<file path="config.mk">
export PLATFORM = sky130hd
export DESIGN_NAME = adc_bcd_converter
export DESIGN_NICKNAME = d
export VERILOG_FILES = /design/src/rtl/adc_display_pkg.sv /design/src/rtl/adc_bcd_converter_dabble_digit.sv /design/src/rtl/adc_bcd_converter.sv
export SDC_FILE = /design/constraint.sdc
export NUM_CORES = 1
export LEC_CHECK = 0
export ABC_AREA = 1
export BUFFER_PORTS_ARGS = -buffer_cell sky130_fd_sc_hd__buf_2
export CAP_MARGIN = 20
export CORE_MARGIN = 5
export CORE_UTILIZATION = 51
export CTS_CLUSTER_SIZE = 12
export DETAILED_ROUTE_END_ITERATION = 7
export GPL_TIMING_DRIVEN = 0
export PLACE_DENSITY = 0.85
export SYNTH_ARGS = -nofsm -noshare
export SYNTH_HDL_FRONTEND = slang
export SYNTH_SLANG_ARGS = --single-unit
</file>
<file path="constraint.sdc">
create_clock -name clk -period 2.9 [get_ports clk]
set_input_delay 0.145 -clock clk [delete_from_list [all_inputs] [get_ports clk]]
set_output_delay 0.145 -clock clk [all_outputs]
set_load 0.1 [all_outputs]
</file>
<file path="src/rtl/adc_display_pkg.sv">
// Shared types and constants for the ADC display path (BCD converter and display multiplexer).
// Contents: converter FSM state encoding, BCD digit width and the BCD digit type.
// No logic lives here; both the converter and the multiplexer import it.
package adc_display_pkg;

    localparam int BCD_W = 4;

    typedef logic [BCD_W-1:0] bcd_digit_t;

    typedef enum logic [1:0] {
        IDLE  = 2'd0,
        SHIFT = 2'd1,
        DONE  = 2'd2
    } conv_state_t;

endpackage

</file>
<file path="src/rtl/adc_bcd_converter_dabble_digit.sv">
// Double-dabble correction cell: adds 3 to a BCD digit that is 5 or more, so that
// the following left shift carries into the next digit instead of leaving a value >= 10.
// Ports: din - working digit before the shift; dout - corrected digit. Purely combinational.
module dabble_digit
    import adc_display_pkg::*;
(
    input  bcd_digit_t din,
    output bcd_digit_t dout
);

    // 5..9 map to 8..12, which never overflow four bits.
    assign dout = (din >= bcd_digit_t'(5)) ? din + bcd_digit_t'(3) : din;

endmodule

</file>
<file path="src/rtl/adc_bcd_converter.sv">
// Sequential double-dabble converter: binary ADC reading (mV) to packed BCD plus a
// leading-zero blanking mask, one bit per clock; start->done latency is N+1 clocks.
// Ports: clk, reset (sync, active-high), start/bin request in; busy, done pulse, bcd, blank out.
// start is only accepted in IDLE (including the done cycle); requests while busy are dropped.
module adc_bcd_converter
    import adc_display_pkg::*;
#(
    parameter int N      = 16,
    parameter int DIGITS = 5
) (
    input  logic                     clk,
    input  logic                     reset,
    input  logic                     start,
    input  logic [N-1:0]             bin,
    output logic                     busy,
    output logic                     done,
    output logic [BCD_W*DIGITS-1:0]  bcd,
    output logic [DIGITS-1:0]        blank
);

    localparam int BCD_BITS = BCD_W * DIGITS;
    localparam int CNT_W    = $clog2(N) + 1;

    // Every digit except the least significant one is blanked out of reset.
    localparam logic [DIGITS-1:0] BLANK_RST = ~DIGITS'(1);

    // True when DIGITS decimal digits can hold the largest N-bit value.
    function automatic logic digits_fit(input int n, input int d);
        longint unsigned pow10;
        longint unsigned max_bin;
        pow10 = 1;
        for (int i = 0; i < d; i++) begin
            pow10 = pow10 * 10;
        end
        max_bin = (longint'(1) << n) - 1;
        return pow10 > max_bin;
    endfunction

    generate
        if (!digits_fit(N, DIGITS)) begin : g_bad_params
            $error("adc_bcd_converter: DIGITS too small for N-bit input");
        end
    endgenerate

    conv_state_t            state;
    logic [CNT_W-1:0]       cnt;
    logic [N-1:0]           bin_shift;
    logic [BCD_BITS-1:0]    bcd_work;
    logic [BCD_BITS-1:0]    bcd_adj;
    logic [BCD_BITS+N-1:0]  shifted;
    logic [DIGITS-1:0]      blank_next;

    // Add-3 correction on every working digit ahead of each shift.
    generate
        for (genvar g = 0; g < DIGITS; g++) begin : g_digit
            dabble_digit u_dabble_digit (
                .din  (bcd_work[g*BCD_W +: BCD_W]),
                .dout (bcd_adj[g*BCD_W +: BCD_W])
            );
        end
    endgenerate

    // The binary register's MSB shifts into bit 0 of the BCD register.
    assign shifted = {bcd_adj, bin_shift} << 1;

    // A digit is blanked only if it and everything above it is zero; digit 0
    // always shows so a zero reading still displays "0".
    always_comb begin
        logic all_zero;
        blank_next = '0;
        all_zero   = 1'b1;
        for (int i = DIGITS - 1; i >= 1; i--) begin
            all_zero      = all_zero & (bcd_work[i*BCD_W +: BCD_W] == '0);
            blank_next[i] = all_zero;
        end
    end

    assign busy = (state != IDLE);

    always_ff @(posedge clk) begin
        if (reset) begin
            state     <= IDLE;
            cnt       <= '0;
            bin_shift <= '0;
            bcd_work  <= '0;
            bcd       <= '0;
            blank     <= BLANK_RST;
            done      <= 1'b0;
        end else begin
            done <= 1'b0;
            unique case (state)
                IDLE: begin
                    if (start) begin
                        bin_shift <= bin;
                        bcd_work  <= '0;
                        cnt       <= '0;
                        state     <= SHIFT;
                    end
                end
                SHIFT: begin
                    {bcd_work, bin_shift} <= shifted;
                    cnt                   <= cnt + 1'b1;
                    if (cnt == CNT_W'(N - 1)) begin
                        state <= DONE;
                    end
                end
                DONE: begin
                    bcd   <= bcd_work;
                    blank <= blank_next;
                    done  <= 1'b1;
                    state <= IDLE;
                end
                default: begin
                    state <= IDLE;
                end
            endcase
        end
    end

endmodule

</file>
==> metrics.md <==
| Metric | Value |
|---|---|
| Global route total overflow | `0` |
| Global-route wire length before repair | `12,000 um` |
| Worst Hold Slack | `0.0759 ns` |
| Total Nets Final | `516` |
| Slew margin rel. | `0.642` |
| P_leak | `1.62 nW` |
| Final worst slack | `1.38 ns` |
| Mapped Cells | `427` |
| CTS resizes | `0` |
| Drt total wl | `7290 um` |
| Post-DP Area | `0.00343 mm2` |
| Crit Path Class | `register to register` |
| Final core occ | `0.611` |
| Clock power share | `0.397` |
| Layout cells sized above 1 | `0.150` |
| Worst-path cell chain | `inv_1, nor2_4, clkbuf_1, nand4_1, a21oi_1` |
| Post-Place Setup Slack | `1.40 ns` |
| CP max-delay cell | `clkbuf_1` |
| Slew Limit Fails | `0` |
| Placed Instances | `546` |
| Routed vias/inst | `5.27` |
| Max-cap viol count | `0` |
| Clk sinks | `68` |
| Die area | `0.00778 mm2` |
| GRT Total Usage | `0.198` |
| Commonest non-fill, non-tap cells in the layout | `nand2_1 (87), dfxtp_1 (68), a21oi_1 (58)` |
| Htree depth | `3` |
| Internal power | `1.43 mW` |
| Worst hold-check path type | `input pin to register` |
| Pwr per Cell Area | `527 mW/mm2` |
| Tcrit/Tclk final | `0.523` |
| Worst vdd ir | `0.270 mV` |
| Clk root buf | `clkbuf_8` |
| Clk_lat worst skew | `0.35 ns` |
| Synth warn | `0` |
| RePlAce Congestion | `0.850` |
| Mapped Area | `0.00312 mm2` |
| Initial Utilization | `0.527` |
| Most common cell after layout, fill and taps aside | `nand2_1` |
| Tot Pwr | `1.91 mW` |
| Status | `finished, final reports clean` |
| Netlist cell types | `27` |
| Fmax | `0.659 GHz` |
| WP data required | `3.18 ns` |
| Number of buffers created by CTS | `9` |
| Row count | `28` |
| CP max FO | `10` |
| Die Y | `88.2 um` |
| Post-DRT Antenna Nets | `0` |
| Unrepaired setup endpoints after global routing | `no` |
| Avg Cell Area, Syn | `7.31 um2` |
| Final min period | `1.52 ns` |
| Largest net degree at the start of global routing | `11` |
| Crit-path max cell delay | `0.45 ns` |
| Largest area contributor in the netlist | `dfxtp_1` |
| Vias in the first global route | `2,717` |
| CP Capture Type | `register` |
| CTS clk-pin slew, worst paths | `0.07 ns` |
| Vias after detailed routing | `2,958` |
| Post-synth top area share | `0.436` |
| Switching power | `0.474 mW` |
| CP Launch Type | `register` |
| First-pass DRT Iterations | `4` |
| Antenna cells | `0` |
| Post-Layout Cell Count | `561` |
| Slew @ Worst Pin | `0.538 ns` |
| Final Cell Area | `0.00362 mm2` |
| Number of I/O pins | `46` |
| Port-buffer cells | `44` |
| Data arrival time of the worst path | `1.79 ns` |
| Reg power frac | `0.511` |
| R2R depth | `5` |
| Largest cells by area after synthesis | `dfxtp_1 (44%), nand2_1 (10%), a21oi_1 (9.3%)` |
| Final setup violation count | `0` |
| Hold-fix buffers, CTS | `0` |
| Area growth syn-to-layout | `16.0%` |
| Die X-Extent | `88.2 um` |
| Final Skew | `0.00796 ns` |
| Core ar. | `0.00592 mm2` |
| Initial drt markers | `148` |
| Switching Fraction | `0.249` |
| Routed WL per cell | `13.0 um` |
| Post-Syn Nets | `461` |
| Seq/Total Area, Yosys | `0.436` |
| CTS tree | `yes` |
| Hold path cells | `3` |
| Dpl hpwl | `5250 um` |
| Final hold violation count | `0` |
| DRC viols | `0` |
| Combinational Power Share | `0.092` |
| Setup TNS | `0 ns` |
| Initial antenna violation count | `0` |
| Seq cells post-synth | `68` |
| Max Buffers Root-to-Sink | `2` |
| Post-CTS Setup Inserts | `0` |
==> cells in the mapped netlist <==
cell type,count
a211oi_1,1
a21oi_1,58
a31oi_1,1
buf_1,1
buf_2,5
buf_4,1
buf_6,3
clkbuf_1,8
clkbuf_2,2
clkinv_4,1
conb_1,1
dfxtp_1,68
ha_1,15
inv_1,50
inv_2,1
nand2_1,87
nand2_2,3
nand3_1,30
nand4_1,11
nor2_1,22
nor2_4,1
nor3_1,1
nor3b_1,1
o211ai_1,2
o21ai_0,49
o21ai_1,3
o22ai_1,1
==> area by class of cell <==
cell class	count	area, um2
Fill cell	521	2300
Inverter	52	200
Clock inverter	2	35.0
Timing Repair Buffer	44	220
Tap cell	75	93.8
Clock buffer	13	149
Buffer	20	110
Multi-Input combinational cell	287	1450
Sequential cell	68	1360
==> path summary, 6_finish.rpt <==
check | from | end | slack [ns]
min | bin[0] | bin_shift[0]$_SDFFE_PP0P_ | 0.08
min reg2reg | bin_shift[8]$_SDFFE_PP0P_ | bin_shift[8]$_SDFFE_PP0P_ | 0.46
max reg2reg | state[0]$_SDFFE_PP0P_ | bcd_work[11]$_SDFFE_PP0P_ | 1.38
max | state[0]$_SDFFE_PP0P_ | bcd_work[11]$_SDFFE_PP0P_ | 1.38
==> worst max-delay path: cells and delay by family (launching register included) <==
kind | cells | cell delay, ns
AOI/OAI and AO/OA | 1 | 0.16
DFF | 1 | 0.36
buffers and inverters | 2 | 0.55
and+or+nand+nor | 2 | 0.37
==> per-layer routing <==
layer  track usage  vias to the layer above  wire length, um
met5             0                        -                0
met4        0.0920                        0              179
met3        0.0423                       18              355
met2         0.337                       84             3520
met1         0.239                     1344             3240
li1              -                     1512                -
==> power groups by stage <==
stage / logic (mW) / clock network [mW] / registers, mW
after global routing: 0.194 / 0.808 / 0.977
after detailed placement: 0.174 / 0 / 0.996
after floorplan: 0.126 / 0 / 0.992
final: 0.174 / 0.757 / 0.975
after CTS: 0.174 / 0.764 / 0.974
after global placement: 0.171 / 0 / 0.994
==> kinds of logic (layout without fill, tap and decap cells) <==
| logic type | count (synthesis) | after routing | share of synthesized area |
|---|---|---|---|
| other | 1 | 1 | 0.00120 |
| buffers and inverters | 72 | 131 | 0.0995 |
| AND/OR/NAND/NOR | 156 | 156 | 0.215 |
| adder cells (fa/ha/maj) | 15 | 15 | 0.0602 |
| AO/OA/AOI/OAI | 115 | 115 | 0.188 |
| flip-flops | 68 | 68 | 0.436 |
==> flip-flops by register name (all words and copies together), names as in the netlist <==
name / count
bcd: 20
bcd_work: 20
bin_shift: 16
blank: 4
cnt: 5
done: 1
state: 2
No activity file was read; power rests on OpenSTA's default activity.
